File: src/rtl/ex_muldiv_unit.sv
// EX-stage iterative multiply/divide unit with the HI/LO register pair.
// One operand bit is processed per cycle; the pipeline is stalled until HI/LO are written.
module ex_muldiv_unit #(
    parameter int ITER = 32
) (
    input  logic        clk,
    input  logic        reset,
    input  logic        op_valid_i,
    input  logic [5:0]  opcode_i,
    input  logic [5:0]  funct_i,
    input  logic [31:0] rs_data_i,
    input  logic [31:0] rt_data_i,
    output logic        stall_o,
    output logic        busy_o,
    output logic [31:0] hilo_rdata_o,
    output logic [31:0] hi_o,
    output logic [31:0] lo_o
);
    localparam int CNT_W = $clog2(ITER);

    localparam logic [5:0] F_MFHI  = 6'h10;
    localparam logic [5:0] F_MTHI  = 6'h11;
    localparam logic [5:0] F_MFLO  = 6'h12;
    localparam logic [5:0] F_MTLO  = 6'h13;
    localparam logic [5:0] F_MULT  = 6'h18;
    localparam logic [5:0] F_MULTU = 6'h19;
    localparam logic [5:0] F_DIV   = 6'h1A;
    localparam logic [5:0] F_DIVU  = 6'h1B;

    typedef enum logic [1:0] {IDLE = 2'd0, BUSY = 2'd1, DONE = 2'd2} state_t;

    state_t           state_q, state_d;
    logic [CNT_W-1:0] cnt_q, cnt_d;
    logic [31:0]      hi_q, hi_d, lo_q, lo_d;
    logic [63:0]      acc_q, acc_d;
    logic [31:0]      opb_q, opb_d;
    logic             is_div_q, is_div_d;
    logic             prod_sgn_q, prod_sgn_d;
    logic             rem_sgn_q, rem_sgn_d;

    function automatic logic [31:0] cneg32(input logic neg, input logic [31:0] v);
        return neg ? (~v + 32'd1) : v;
    endfunction

    function automatic logic [63:0] cneg64(input logic neg, input logic [63:0] v);
        return neg ? (~v + 64'd1) : v;
    endfunction

    logic dec_r, dec_mul, dec_div, dec_signed, start;
    logic [31:0] rs_mag, rt_mag;

    assign dec_r      = op_valid_i && (opcode_i == 6'h00);
    assign dec_mul    = dec_r && (funct_i == F_MULT || funct_i == F_MULTU);
    assign dec_div    = dec_r && (funct_i == F_DIV  || funct_i == F_DIVU);
    assign dec_signed = (funct_i == F_MULT || funct_i == F_DIV);
    // Gated by reset so a held instruction cannot re-raise stall while reset is asserted.
    assign start      = !reset && (dec_mul || dec_div) && (state_q == IDLE);
    assign rs_mag     = cneg32(dec_signed && rs_data_i[31], rs_data_i);
    assign rt_mag     = cneg32(dec_signed && rt_data_i[31], rt_data_i);

    // Multiply: acc = {partial, multiplier}; add multiplicand on LSB, shift right with carry.
    logic [32:0] mul_sum;
    logic [63:0] mul_nxt;
    assign mul_sum = {1'b0, acc_q[63:32]} + (acc_q[0] ? {1'b0, opb_q} : 33'd0);
    assign mul_nxt = {mul_sum, acc_q[31:1]};

    // Divide: acc = {remainder, dividend/quotient}; restoring subtract on the shifted remainder.
    logic [32:0] rem_sh;
    logic        div_ge;
    logic [31:0] rem_new;
    logic [63:0] div_nxt, step_nxt, mul_res;
    assign rem_sh   = {acc_q[63:32], acc_q[31]};
    assign div_ge   = rem_sh >= {1'b0, opb_q};
    assign rem_new  = div_ge ? 32'(rem_sh - {1'b0, opb_q}) : rem_sh[31:0];
    assign div_nxt  = {rem_new, acc_q[30:0], div_ge};
    assign step_nxt = is_div_q ? div_nxt : mul_nxt;
    assign mul_res  = cneg64(prod_sgn_q, step_nxt);

    always_comb begin
        state_d    = state_q;
        cnt_d      = cnt_q;
        hi_d       = hi_q;
        lo_d       = lo_q;
        acc_d      = acc_q;
        opb_d      = opb_q;
        is_div_d   = is_div_q;
        prod_sgn_d = prod_sgn_q;
        rem_sgn_d  = rem_sgn_q;
        case (state_q)
            IDLE: begin
                if (start) begin
                    is_div_d   = dec_div;
                    prod_sgn_d = dec_signed && (rs_data_i[31] ^ rt_data_i[31]);
                    rem_sgn_d  = dec_signed && rs_data_i[31];
                    cnt_d      = '0;
                    acc_d      = {32'd0, dec_div ? rs_mag : rt_mag};
                    opb_d      = dec_div ? rt_mag : rs_mag;
                    if (dec_div && rt_data_i == 32'd0) begin
                        state_d = DONE;
                        hi_d    = rs_data_i;
                        lo_d    = 32'hFFFF_FFFF;
                    end else begin
                        state_d = BUSY;
                    end
                end else if (dec_r && funct_i == F_MTHI) begin
                    hi_d = rs_data_i;
                end else if (dec_r && funct_i == F_MTLO) begin
                    lo_d = rs_data_i;
                end
            end
            BUSY: begin
                acc_d = step_nxt;
                cnt_d = cnt_q + 1'b1;
                if (cnt_q == CNT_W'(ITER - 1)) begin
                    state_d = DONE;
                    if (is_div_q) begin
                        lo_d = cneg32(prod_sgn_q, step_nxt[31:0]);
                        hi_d = cneg32(rem_sgn_q, step_nxt[63:32]);
                    end else begin
                        lo_d = mul_res[31:0];
                        hi_d = mul_res[63:32];
                    end
                end
            end
            DONE:    state_d = IDLE;
            default: state_d = IDLE;
        endcase
    end

    always_ff @(posedge clk or posedge reset) begin
        if (reset) begin
            state_q <= IDLE;
            cnt_q   <= '0;
            hi_q    <= '0;
            lo_q    <= '0;
        end else begin
            state_q <= state_d;
            cnt_q   <= cnt_d;
            hi_q    <= hi_d;
            lo_q    <= lo_d;
        end
    end

    always_ff @(posedge clk) begin
        acc_q      <= acc_d;
        opb_q      <= opb_d;
        is_div_q   <= is_div_d;
        prod_sgn_q <= prod_sgn_d;
        rem_sgn_q  <= rem_sgn_d;
    end

    assign stall_o      = start || (state_q == BUSY);
    assign busy_o       = (state_q != IDLE);
    assign hi_o         = hi_q;
    assign lo_o         = lo_q;
    assign hilo_rdata_o = (dec_r && funct_i == F_MFHI) ? hi_q :
                          (dec_r && funct_i == F_MFLO) ? lo_q : 32'd0;
endmodule

File: config.mk
export PLATFORM = sky130hd
export DESIGN_NAME = ex_muldiv_unit
export DESIGN_NICKNAME = d
export VERILOG_FILES = /design/src/rtl/ex_muldiv_unit.sv
export SDC_FILE = /design/constraint.sdc
export NUM_CORES = 1
export LEC_CHECK = 0
export ABC_CLOCK_PERIOD_IN_PS = 13400
export BUFFER_PORTS_ARGS = -buffer_cell sky130_fd_sc_hd__buf_2
export CAP_MARGIN = 20
export CORE_ASPECT_RATIO = 2
export CORE_MARGIN = 3
export CORE_UTILIZATION = 66
export DETAILED_ROUTE_END_ITERATION = 6
export PLACE_DENSITY = 0.88
export REMOVE_ABC_BUFFERS = 1
export SLEW_MARGIN = 10
export SYNTH_ARGS = -nofsm -noshare
export SYNTH_HDL_FRONTEND = slang
export SYNTH_SLANG_ARGS = --single-unit
File: constraint.sdc
create_clock -name clk -period 13.4 [get_ports clk]
set_input_delay 0.67 -clock clk [delete_from_list [all_inputs] [get_ports clk]]
set_output_delay 0.67 -clock clk [all_outputs]
set_load 0.01 [all_outputs]
# Yosys cells after proc, flatten, opt, wreduce, memory -nomap -nowiden
# Cells that the tools add are included.
[word_totals]
input_bits = 79
romBits = 0
elab_cells = 102
output_inout_bits = 98
mem_bits_rw = 0
register_bits = 170
mem_count = 0
latch_bits = 0
[op_classes]
n_shift = 0
n_lt_le_gt_ge = 1
n_bitwise = 6
n_eq_ne = 16
n_div = 0
mux = 33
multipliers = 0
reduce_logical = 29
n_addsub = 8
[ops]
columns = ["cell", "count"]
rows = [
  ["$mux 32", 21],
  ["$mux 64", 3],
  ["$add 32x1->32 const B", 4],
  ["$not 32->32", 4],
  ["$pmux 32 s2", 2],
  ["$pmux 64 s2", 1],
  ["$add 64x1->64 const B", 1],
  ["$not 64->64", 1],
  ["$eq 6x5->1 const B", 8],
  ["$add 32x32->33", 1],
  ["$ge 33x32->1", 1],
  ["$logic_not 32->1", 1],
  ["$sub 32x32->32", 1],
  ["$logic_and 1x1->1", 13],
  ["$pmux 5 s2", 1],
  ["$ne 3x2->1 const B", 3],
  ["$logic_not 6->1", 1],
  ["$mux 2", 3],
  ["$reduce_and 2->1", 3],
  ["$add 5x1->5 const B", 1],
  ["$eq 5x5->1 const B", 1],
  ["$logic_or 1x1->1", 5],
  ["$mux 5", 1],
  ["$reduce_and 5->1", 1],
  ["other kinds (9)", 11],
]

# Logic depth before layout (Yosys ltp)
[depth]
word_depth = 9
mapped_depth = 21
depth_no_buf = 19

# Worst setup path before layout
# OpenSTA, ideal clock, no wires.
[synth_path]
path_type = "input port to flip-flop"
start = "input reset"
end = "register acc_q[0], enable pin"
cell_stages = 6
setup_ns = 0.424
slack_ns = 8.421
t_required_ns = 12.976
arrival_time_ns = 4.555
n_path_buf = 2
cell_sequence = "inv_1 -> nand4_1 -> or2_2 -> clkbuf_1 -> clkbuf_1 -> nand2_1"
[synth_via]
elab_chain_cells = 5
[synth_rtl]
columns = ["element", "line_no", "text"]
rows = [
  ["start, declared", "7", "input logic reset,"],
  ["$logic_not 1->1 (no source line)", "n/a", ""],
  ["$logic_and 1x1->1 (2 in a row)", "57", "assign start = !reset && (dec_mul || dec_div) && (state_q == IDLE);"],
  ["$ne 2x2->1 (no source line)", "n/a", ""],
  ["$reduce_and 2->1 (no source line)", "n/a", ""],
  ["end signal, assigned", "145", "acc_q <= acc_d;"],
  ["end, declared", "35", "logic [63:0] acc_q, acc_d;"],
]
# No other way between the ends.
# A chain may end at the register's enable or synchronous reset.

# Worst setup path in the final report
[layout_path]
start = "register acc_q[51]"
end = "register hi_q[12] (netlist: hi_o[12])"
[layout_via]
elab_chain_cells = 9
word_cells_on_any_way = 12
classes_between = "add/sub (2); order compare (1); mux (7); bitwise (2)"
[layout_rtl]
columns = ["element", "line_no", "text"]
rows = [
  ["$ge 33x32->1 *", "73", "assign div_ge = rem_sh >= {1'b0, opb_q};"],
  ["$mux 32", "74", "assign rem_new = div_ge ? 32'(rem_sh - {1'b0, opb_q}) : rem_sh[31:0];"],
  ["$mux 64 *", "76", "assign step_nxt = is_div_q ? div_nxt : mul_nxt;"],
  ["$not 64->64 or $not 32->32 (tied branches)", "46, 42", ""],
  ["$add 64x1->64 or $add 32x1->32 (tied branches)", "46, 42", ""],
  ["$mux 64 or $mux 32 (tied branches)", "46, 42", ""],
  ["$mux 32 *", "116", "if (is_div_q) begin"],
  ["$mux 32 *", "114", "if (cnt_q == CNT_W'(ITER - 1)) begin"],
  ["$pmux 32 s2 *", "89", "case (state_q)"],
  ["end signal, assigned", "139", "hi_q <= hi_d;"],
  ["end, declared", "34", "logic [31:0] hi_q, hi_d, lo_q, lo_d;"],
]
# Mark *: on every way between the ends. The rest lies on a longest branch, timed or not. The select of a mux whose other input is x is not followed.

==> impl_metrics.csv <==
group,metric,value,unit
status,outcome,"completed",
pwr,p_leak,7.50,nW
floorplan,initial_core_util,67.3,%
timing,final.setup.tns,0,ps
synth,yosys_warnings,0,
pwr,powerDensity,67.2,nW/µm²
hold_path,hp-class,"flip-flop to flip-flop",
grt,grt_overflow,0,
clock_tree,clk_pin_slew_worst_paths,80,ps
pwr,peakVddDrop,106,µV
timing,period_needed,6250,ps
setup_path,crit_chain,"ha_1 -> a21oi_1 -> o21ai_1 -> a2bb2oi_1 -> o211a_1 -> a31o_2 -> ha_1 -> o211ai_1 -> or4_1 -> nor4_1 -> nand3_1 -> nand2b_1 -> o21ai_2 -> a31oi_1 -> xor2_1 -> mux2i_1 -> o21ai_0",
synth,synth_seq_cells,170,
synth,syn_avg_cell_area,8.08,µm²
floorplan,core_area,24000,µm²
clock_tree,cts-root-buf,"clkbuf_16",
setup_path,crit_type,"flip-flop to flip-flop",
timing,hold_violations,0,
synth,yosys.area_share.adder,5.66,%
setup_path,worstPathArrival,6610,ps
synth,async_flop_share,41.8,%
timing,slew_violations,0,
routing,ant_nets,0,
floorplan,rows,80,
layout,num_antenna_cells,0,
layout,post-route-util,73.7,%
synth,synth.most_common_cell,"nand2_1",
floorplan,die_w,117,µm
layout,layout-drive-gt1-share,14.4,%
synth,netlist_area,16200,µm²
timing,skew,12.6,ps
setup_path,slowest_delay,580,ps
place,place_congestion,1.13,
clock_tree,cts_resized,0,
routing,wl_per_cell,26.1,µm
timing,fin_crit_sh,46.6,%
clock_tree,clock_path_buffers,2,
synth,synth.largest_area_cell,"edfxtp_1",
setup_path,path_buf_inv,0,
place,hpwl,46400,µm
timing,max_freq,160,MHz
setup_path,worst_path_max_delay_cell,"or4_1",
clock_tree,insertion_delay,460,ps
setup_path,worstSetupStartpointType,"flip-flop",
synth,synth_edf_count,99,
grt,grt_first_pass_wirelength,92800,µm
routing,wirelength,62600,µm
clock_tree,tritoncts,"done",
synth,synth_top_family_by_area,"compound AO/OA/AOI/OAI gates",
setup_path,cp_common_cell,"ha_1",
synth,yosys.area.top_type_share,18.4,%
setup_path,crit_fanout,12,
timing,relSlewSlack,15.7,%
synth,ys_top_cells_by_area,"edfxtp_1, dfrtp_1, ha_1",
floorplan,dieArea,26500,µm²
timing,setup_viol,0,
synth,synth_compound_area_share,24.3,%
grt,antenna_found_initial,0,
synth,synthXorXnorAreaFrac,8.34,%
place,pre_cts_slack,7550,ps
timing,holdWs,510,ps
synth,synthCells,2001,
place,numPortBuffers,176,
routing,avgViaCountPerCell,7.21,
routing,first_iter_violations,1928,
floorplan,die_y,227,µm
synth,synthMuxAreaShare,5.85,%
pwr,power,0.00119,W
synth,synth_common_cells,"nand2_1, nor2_1, a21oi_1",
layout,nets,2254,
grt,grt_max_degree,78,
grt,grt_pass1_vias,16700,
clock_tree,numCtsBuffers,17,
setup_path,critPathCaptureType,"flip-flop",
synth,synth.distinct_cells,107,
layout,fillers,1899,
routing,drc,0,
grt,track_usage,46.5,%
routing,num_vias,17300,
timing,worst_slack,7150,ps
routing,dr.pass1.iters,7,
synth,synth_ff_type,"edfxtp_1",
setup_path,worstPathRequired,13770,ps
job,cap_viol_max_count,0,
clock_tree,holdBufCountCts,0,
clock_tree,cts_setup_buffers,0,
timing,worst_pin_slew,1250,ps
clock_tree,htreeDepth,4,
timing,rsz0062_at_grt,"false",
floorplan,pin_count,177,
synth,synthSimpleGateAreaFrac,22.0,%
layout,area_growth_syn_to_layout,9.51,%
synth,synth_seq_area_share,29.4,%
setup_path,path_delay_family,"compound AO/OA/AOI/OAI gates",
clock_tree,clock-sinks,170,
==> routing by layer <==
| metal | GRT usage (%) | wire length (µm) | vias up |
|---|---|---|---|
| li1 | - | - | 7553 |
| met1 | 49.2 | 19900 | 8043 |
| met2 | 76.6 | 30500 | 1302 |
| met3 | 9.55 | 5880 | 420 |
| met4 | 40.2 | 6360 | 0 |
| met5 | 0 | 0 | - |
==> where the power goes <==
part | leakage (nW) | total, W | internal (W) | switching, W
Clock | 0.290 | 0.000521 | 0.000271 | 0.000250
Sequential | 1.71 | 0.000568 | 0.000560 | 0.00000798
Combinational | 5.50 | 0.000102 | 0.0000391 | 0.0000633
==> worst paths after layout <==
kind                       cells past startpoint                endpoint  slack, ps               startpoint
max in group asynchronous                      3     lo_o[1]$_DFFE_PP0P_      12180                    reset
hold / removal                                 1     lo_o[1]$_DFFE_PP0P_        510      lo_o[1]$_DFFE_PP0P_
min in group asynchronous                      3  state_q[0]$_DFFE_PP0P_        550                    reset
hold reg to reg                                1     lo_o[1]$_DFFE_PP0P_        510      lo_o[1]$_DFFE_PP0P_
setup reg to reg                              17    hi_o[12]$_DFFE_PP0P_       7150  acc_q[51]$_SDFFCE_PN0P_
setup / recovery                              17    hi_o[12]$_DFFE_PP0P_       7150  acc_q[51]$_SDFFCE_PN0P_
==> cell type report <==
cell class / count / area, µm² / share of cell area [%]
inverter: 65 / 244 / 1.38
clock buffer: 18 / 450 / 2.54
timing repair buffer: 198 / 1050 / 5.90
sequential: 170 / 4750 / 26.8
multi-input combinational: 1651 / 10700 / 60.6
tap: 287 / 359 / 2.03
clock inverter: 14 / 135 / 0.763
==> stage by stage <==
stage               area, µm²  cells
floorplan               15700   1886
global placement        17100   2371
detailed placement      17100   2371
CTS                     17700   2403
global route            17700   2403
finish                  17700   2403
==> layout by cell type, fill, tap and decap left out, types with 22 or more instances in the layout <==
master and count:
nand2_1 209, nor2_1 205, buf_2 176, a21oi_1 154, o21ai_0 152, edfxtp_1 99
xor2_1 85, mux2i_1 74, dfrtp_1 71, ha_1 70, xnor2_1 69, inv_1 63
nor3_1 51, nand3_1 51, and2_1 47, a21o_1 40, o211ai_1 32, o22ai_1 27
a31oi_1 25, nand4_1 24, o31ai_1 24, buf_4 22
==> cell families after synthesis <==
kind of cell,count (synthesis)
AOI/OAI and AO/OA,605
adders and majority gates,72
and+or+nand+nor,729
xor gates and xnor gates,154
DFF,170
muxes,91
buffers and inverters,180
==> state kept, by name, summed over array words and instances (netlist names) <==
register / flops
acc_q: 64
hi_o: 32
lo_o: 32
opb_q: 32
cnt_q: 5
state_q: 2
is_div_q: 1
prod_sgn_q: 1
rem_sgn_q: 1
Note: power is estimated with default switching activity, not from simulation.
